## config.mk

```make
export PLATFORM = sky130hd
export DESIGN_NAME = aibcr3aux_osc_hs_tx
export DESIGN_NICKNAME = d
export VERILOG_FILES = /design/src/rtl/aibcr3aux_hs_pkg.sv /design/src/rtl/aibcr3_sync_3ff.sv /design/src/rtl/aibcr3aux_osc_hs_tx.sv
export SDC_FILE = /design/constraint.sdc
export NUM_CORES = 1
export LEC_CHECK = 0
export ABC_AREA = 0
export BUFFER_PORTS_ARGS = -buffer_cell sky130_fd_sc_hd__buf_2
export CAP_MARGIN = 25
export CORE_MARGIN = 8
export CORE_UTILIZATION = 55
export DETAILED_ROUTE_END_ITERATION = 10
export GPL_TIMING_DRIVEN = 0
export MAX_ROUTING_LAYER = met4
export PLACE_DENSITY = 0.8
export SYNTH_ARGS = -nofsm -noshare
export SYNTH_HDL_FRONTEND = slang
export SYNTH_SLANG_ARGS = --single-unit
```

## constraint.sdc

```tcl
create_clock -name CP -period 3.3 [get_ports CP]
set_input_delay 0.495 -clock CP [delete_from_list [all_inputs] [get_ports CP]]
set_output_delay 0.495 -clock CP [all_outputs]
set_load 0.02 [all_outputs]
```

## src/rtl/aibcr3aux_hs_pkg.sv

```systemverilog
// Shared definitions for the aux four-phase handshake transmit and receive ends.
package aibcr3aux_hs_pkg;

    typedef enum logic [1:0] {
        HS_IDLE   = 2'd0,
        HS_REQ_HI = 2'd1,
        HS_REQ_LO = 2'd2
    } hs_state_e;

    localparam int HS_DATA_W  = 8;
    localparam int HS_TMO_CYC = 255;

endpackage

```

## src/rtl/aibcr3_sync_3ff.sv

```systemverilog
// Three-flop level synchronizer with a mux-scan input on the first stage.
module aibcr3_sync_3ff (
    input  logic SE,
    input  logic D,
    input  logic CP,
    input  logic SI,
    input  logic CDN,
    output logic Q
);

    logic [2:0] sync_r;

    // Shift chain: scan input replaces D on the first stage when SE is high.
    always_ff @(posedge CP or negedge CDN) begin
        if (!CDN) begin
            sync_r <= 3'b000;
        end else begin
            sync_r <= {sync_r[1:0], (SE ? SI : D)};
        end
    end

    assign Q = sync_r[2];

endmodule

```

## src/rtl/aibcr3aux_osc_hs_tx.sv

```systemverilog
// Transmit end of the aux four-phase CDC handshake, clocked in the source CP domain.
module aibcr3aux_osc_hs_tx
    import aibcr3aux_hs_pkg::*;
#(
    parameter int DATA_W  = HS_DATA_W,
    parameter int TMO_CYC = HS_TMO_CYC,
    parameter int TMO_W   = 8
) (
    input  logic              CP,
    input  logic              CDN,
    input  logic              send_vld,
    input  logic [DATA_W-1:0] send_data,
    output logic              send_rdy,
    output logic              req,
    output logic [DATA_W-1:0] req_data,
    input  logic              ack_async,
    output logic              busy,
    output logic              done,
    output logic              tmo_err,
    input  logic              clr_err,
    input  logic              se_n,
    input  logic              si,
    output logic              so
);

    localparam bit               TMO_EN   = (TMO_CYC != 0);
    localparam logic [TMO_W-1:0] TMO_LAST = TMO_EN ? TMO_W'(TMO_CYC - 1) : {TMO_W{1'b0}};

    hs_state_e         state_r;
    logic              req_r;
    logic [DATA_W-1:0] req_data_r;
    logic              done_r;
    logic              tmo_err_r;
    logic              ack_seen_r;
    logic [TMO_W-1:0]  cnt_r;
    logic              ack_s;
    logic              tmo_hit_s;

    aibcr3_sync_3ff u_ack_sync (
        .SE  (~se_n),
        .D   (ack_async),
        .Q   (ack_s),
        .CP  (CP),
        .SI  (si),
        .CDN (CDN)
    );

    assign send_rdy  = (state_r == HS_IDLE) & ~ack_s;
    assign tmo_hit_s = TMO_EN & (state_r == HS_REQ_HI) & ~ack_s & (cnt_r == TMO_LAST);

    // Handshake sequencer. A timed-out request still waits for a late ack to
    // rise and fall before idling, so a stray ack never bleeds into the next word.
    always_ff @(posedge CP or negedge CDN) begin
        if (!CDN) begin
            state_r    <= HS_IDLE;
            req_r      <= 1'b0;
            req_data_r <= {DATA_W{1'b0}};
            done_r     <= 1'b0;
            ack_seen_r <= 1'b0;
            cnt_r      <= {TMO_W{1'b0}};
        end else begin
            done_r <= 1'b0;
            case (state_r)
                HS_IDLE: begin
                    if (send_vld && send_rdy) begin
                        req_data_r <= send_data;
                        req_r      <= 1'b1;
                        cnt_r      <= {TMO_W{1'b0}};
                        ack_seen_r <= 1'b0;
                        state_r    <= HS_REQ_HI;
                    end
                end
                HS_REQ_HI: begin
                    cnt_r <= cnt_r + TMO_W'(1);
                    if (ack_s) begin
                        req_r      <= 1'b0;
                        ack_seen_r <= 1'b1;
                        state_r    <= HS_REQ_LO;
                    end else if (tmo_hit_s) begin
                        req_r   <= 1'b0;
                        state_r <= HS_REQ_LO;
                    end
                end
                HS_REQ_LO: begin
                    if (ack_s) begin
                        ack_seen_r <= 1'b1;
                    end else if (ack_seen_r) begin
                        done_r  <= 1'b1;
                        state_r <= HS_IDLE;
                    end
                end
                default: begin
                    req_r   <= 1'b0;
                    state_r <= HS_IDLE;
                end
            endcase
        end
    end

    // Sticky timeout flag; a timeout in the same cycle as clr_err keeps it set.
    always_ff @(posedge CP or negedge CDN) begin
        if (!CDN) begin
            tmo_err_r <= 1'b0;
        end else if (tmo_hit_s) begin
            tmo_err_r <= 1'b1;
        end else if (clr_err) begin
            tmo_err_r <= 1'b0;
        end
    end

    assign req      = req_r;
    assign req_data = req_data_r;
    assign done     = done_r;
    assign tmo_err  = tmo_err_r;
    assign busy     = (state_r != HS_IDLE);
    assign so       = ack_s;

endmodule

```

Yosys cells after proc, flatten, opt, wreduce, memory -nomap -nowiden
Cells that the tools add are included.
Storage, ports and cells
  bits of input ports: 15
  logic and storage cells: 55
  output and inout port bits: 14
  flip-flop bits (word level): 25
Cells by class
  eq/ne operators: 8
  add/subtract/negate cells: 1
  multiplexer cells: 21
  bitwise operators: 5
  reduce and logical (&&, ||, !) cells: 12
Operators by type and width (count)
  $pmux 8 s2: 1
  $mux 1: 11
  $mux 2: 5
  $add 8x1->8 const B: 1
  $eq 8x8->1 const B: 1
  $mux 8: 1
  $reduce_bool 2->1: 4
  $pmux 2 s3: 1
  $reduce_and 3->1: 2
  $ne 2x1->1 const B: 2
  $ne 2x2->1 const B: 2
  $reduce_and 2->1: 2
  $reduce_and 4->1: 1
  $and 1x1->1: 3
  $ne 3x2->1 const B: 1
  $pmux 1 s3: 1
  $eq 2x1->1 const B: 1
  $eq 2x2->1 const B: 1
  $logic_not 2->1: 1
  $not 1->1: 2
  $pmux 1 s2: 1
  $reduce_or 2->1: 1
  $logic_and 1x1->1: 1

Logic depth before layout (Yosys ltp)
  word-level depth: 6
  mapped depth: 7
  gate-level depth less buffers: 6

Cells and area by module
From an unflattened synthesis, not the netlist that was laid out.
Second synthesis, totals
  cell total of the unflattened synthesis: 104
  area total of the unflattened synthesis: 1201.2 µm²
By module, submodules not included
  aibcr3aux_osc_hs_tx: seq. area each 550.5 µm², times used 1, area each 1111.1 µm², cells an instance 100
  aibcr3_sync_3ff: seq. area each 75.1 µm², times used 1, area each 90.1 µm², cells an instance 4

Worst setup path before layout
No wires, ideal clock.
  kind: register to register
  start: register state_r[0]
  end: register cnt_r[3]
  period minus slack after synthesis: 1.721 ns
  arrival time: 1.595 ns
  stages on the path, launching flop included: 8
  slack: 1.579 ns
  path buffers: 1
  setup time: 0.126 ns
  cell sequence: dfrtp_1 > inv_1 > ha_1 > inv_1 > or2_2 > clkbuf_1 > nor2_1 > nor2_1
Between the ends
  longest elaborated chain between the ends: 5
Ends and longest elaborated chain
  start: declaration: RTL line aibcr3aux_osc_hs_tx.sv:29  | hs_state_e state_r;
  start signal: assignment: RTL line aibcr3aux_osc_hs_tx.sv:55  | state_r <= HS_IDLE;
  start signal: assignment: RTL line aibcr3aux_osc_hs_tx.sv:70  | state_r <= HS_REQ_HI;
  start signal: assignment: RTL line aibcr3aux_osc_hs_tx.sv:78  | state_r <= HS_REQ_LO;
  $logic_not 2->1: RTL line aibcr3aux_osc_hs_tx.sv:48, aibcr3aux_osc_hs_tx.sv:63
  $and 1x1->1: RTL line aibcr3aux_osc_hs_tx.sv:48  | assign send_rdy = (state_r == HS_IDLE) & ~ack_s;
  $logic_and 1x1->1: RTL line aibcr3aux_osc_hs_tx.sv:65  | if (send_vld && send_rdy) begin
  $ne 2x1->1 (no source line)
  $reduce_and 2->1 (no source line)
  end signal: assignment: RTL line aibcr3aux_osc_hs_tx.sv:60  | cnt_r <= {TMO_W{1'b0}};
  end signal: assignment: RTL line aibcr3aux_osc_hs_tx.sv:68  | cnt_r <= {TMO_W{1'b0}};
  end signal: assignment: RTL line aibcr3aux_osc_hs_tx.sv:74  | cnt_r <= cnt_r + TMO_W'(1);
  end: declaration: RTL line aibcr3aux_osc_hs_tx.sv:35  | logic [TMO_W-1:0] cnt_r;
Several ways; a longest one is shown, not always the timed one.
A chain may end at the register's enable or synchronous reset.

Worst setup path in the final report
  start: register state_r[1]
  end: output port send_rdy
Between the ends
  longest elaborated chain between the ends: 2
Ends and longest elaborated chain
  $logic_not 2->1: RTL line aibcr3aux_osc_hs_tx.sv:48
  $and 1x1->1: RTL line aibcr3aux_osc_hs_tx.sv:48
  end: declaration: RTL line aibcr3aux_osc_hs_tx.sv:13  | output logic send_rdy,
No other way between the ends.

==> out/metrics.yaml <==
layout-drive-gt1-share_pct: 25.66
die_area_mm2: 0.003862
ys_seq_elements: 25
ioPinCount: 29
cts_root_buf: "clkbuf_4"
crit_chain: "inv_1 -> ha_1 -> inv_1 -> nor2_1 -> buf_2"
cp_max_fo: 7
core_mm2: 0.001982
worstSetupEndpointType: "output port"
clk_latency_ns: 0.31
cts_buffer_depth: 2
cap_violations: 0
dp_cells: 175
grt_pass1_wl_mm: 3.946
yosys_warnings: 0
clkTransAtPathRegs_ns: 0.14
worst_path_max_delay_cell: "dfrtp_1"
grt_antenna_before_repair: 0
holdBufCountCts: 0
pre_cts_slack_ns: 1.398
cts_setup_buffers: 0
num_antenna_cells: 0
num_vias: 911
critPathRequiredTime_ns: 2.80
row_count: 16
p_per_area_mw_per_mm2: 784.2
synth_edf_count: 0
clock_skew_ns: 0.005019
rsz0062_at_grt: "false"
cts_resized: 0
cts_tree: "yes"
finalSetupViolations: 0
place.gp.congestion: 0.8271
final_cell_mix: "30 x nand2_1, 28 x buf_2, 25 x dfrtp_1, 8 x o21ai_0, 8 x a21oi_1"
ir_drop_mv: 0.4574
nNetsFinal: 175
drc: 0
layout_commonest_cell: "nand2_1"
timing.fmax_mhz: 495.1
instances_no_fill: 179
crit_top_cell: "inv_1"
synth_cells: 120
die_w_um: 62.15
start_kind: "register"
drt_first_pass_iters: 4
start_util_pct: 59.09
vias_per_cell: 5.089
fillers: 159
chipHeight_um: 62.15
tns_ns: 0
grt_max_degree: 26
avgSynthCellArea_um2: 9.759
hold_path.class: "in2async"
fin_hold_ws_ns: 0.1369
ys_seq_area_share_pct: 53.42
drt_wl_total_mm: 2.290
post-route-min-period_ns: 2.020
grt.overflow.total: 0
wl_per_cell_um: 12.79
async_reset_ff_share_pct: 100.0
setup_ws_ns: 1.280
worstMarginPinSlew_ns: 0.5394
multi_input_area_um2: 508.0
port_buffers: 28
grt_pass1_vias: 941
cts-buffers-inserted: 3
hold_viol: 0
relSlewSlack_pct: 64.04
antenna_left: 0
max_stage_delay_ns: 0.42
post-route-period-util_pct: 61.21
arrival_ns: 1.52
dp_hpwl_mm: 1.787
syn_nets: 142
maxSlewViolCount: 0
drt_iter0_drc: 11
critical_path_class: "reg2out"
grt.total_usage_pct: 12.36
synth_area_mm2: 0.001171
area_delta_synth_final_pct: 17.20
synth.distinct_cells: 26
power.leakage_nw: 0.7209
cts_sinks: 25
outcome: "completed"
synthFlopType: "dfrtp_1"
htree_num_levels: 1
regArea_um2: 625.6
## cells in the mapped netlist (all sizes together) (2+ instances only)
cell type | number | area share (%)
or3 | 3 | 1.6
o21ai | 9 | 4.2
inv | 7 | 2.2
a21oi | 8 | 3.4
nand3 | 2 | 0.85
ha | 7 | 7.5
a22o | 2 | 1.5
mux2 | 4 | 3.8
nand4 | 2 | 1.1
nor2 | 7 | 2.2
dfrtp | 25 | 53
nand2 | 30 | 9.6
nand2b | 2 | 1.1
## per-layer routing
layer | track usage, % | part of all wire (%) | vias to the layer above | wire, um
li1 | - | - | 464 | -
met1 | 13.86 | 46 | 418 | 1058
met2 | 21.35 | 48 | 27 | 1090
met3 | 3.405 | 5.5 | 2 | 126
met4 | 2.624 | 0.61 | 0 | 14
met5 | - | 0 | - | 0
## worst max-delay path, delay by kind of cell (launching register included)
family                     cells  cell delay [ns]
DFF                            1             0.42
and+or+nand+nor                1             0.10
adders and majority gates      1             0.30
buffers and inverters          3             0.40
## worst paths after layout
kind                                           startpoint                              to  slack (ns)  cells past startpoint
setup / recovery                   state_r[1]$_DFFE_PN0P_                        send_rdy        1.28                      5
hold / removal                                        CDN            cnt_r[7]$_DFFE_PN0P_        0.14                      1
setup reg to reg                   state_r[1]$_DFFE_PN0P_            cnt_r[7]$_DFFE_PN0P_        1.37                      6
hold reg to reg            u_ack_sync.sync_r[1]$_DFF_PN0_  u_ack_sync.sync_r[2]$_DFF_PN0_        0.36                      0
max in group asynchronous                             CDN          state_r[0]$_DFFE_PN0P_        2.80                      1
min in group CP                              send_data[6]         req_data[6]$_DFFE_PN0P_        0.35                      3
## state kept, by name (all words and copies together), names as in the netlist
name,count
req,1
cnt_r,8
tmo_err,1
done,1
req_data,8
ack_seen_r,1
state_r,2
u_ack_sync.sync_r,3
## final cells by class
| type | instances | share of cell area [%] |
|---|---|---|
| multi-input combinational | 86 | 37.01 |
| clock buffer | 3 | 1.641 |
| sequential | 25 | 45.58 |
| tap | 27 | 2.461 |
| timing repair buffer | 28 | 10.21 |
| buffer | 2 | 0.8204 |
| inverter | 7 | 1.914 |
| clock inverter | 1 | 0.3646 |
## report_power, final
part	leakage [nW]	switching [W]	internal, W
combinational	0.383	0.000291	0.000182
sequential	0.320	0.0000672	0.000400
clock	0.0177	0.0000914	0.0000453
## stage by stage
stage	utilization, %	cell area, um^2	total power [W]
after floorplan	-	1171	0.0007978
after global placement	67.87	1345	0.0009255
after detailed placement	67.87	1345	0.0009506
after CTS	69.26	1373	0.001085
after global routing	69.26	1373	0.001161
final	69.26	1373	0.001076
## cell families after synthesis
group / after synthesis / share of synthesized area, %
buf+inv: 9 / 3.205
simple gates: 52 / 20.19
fa+ha+maj: 7 / 7.478
xor+xnor: 1 / 0.7480
mux: 4 / 3.846
flops: 25 / 53.42
compound gates: 22 / 11.11
Power figures use the tool's default switching activity.
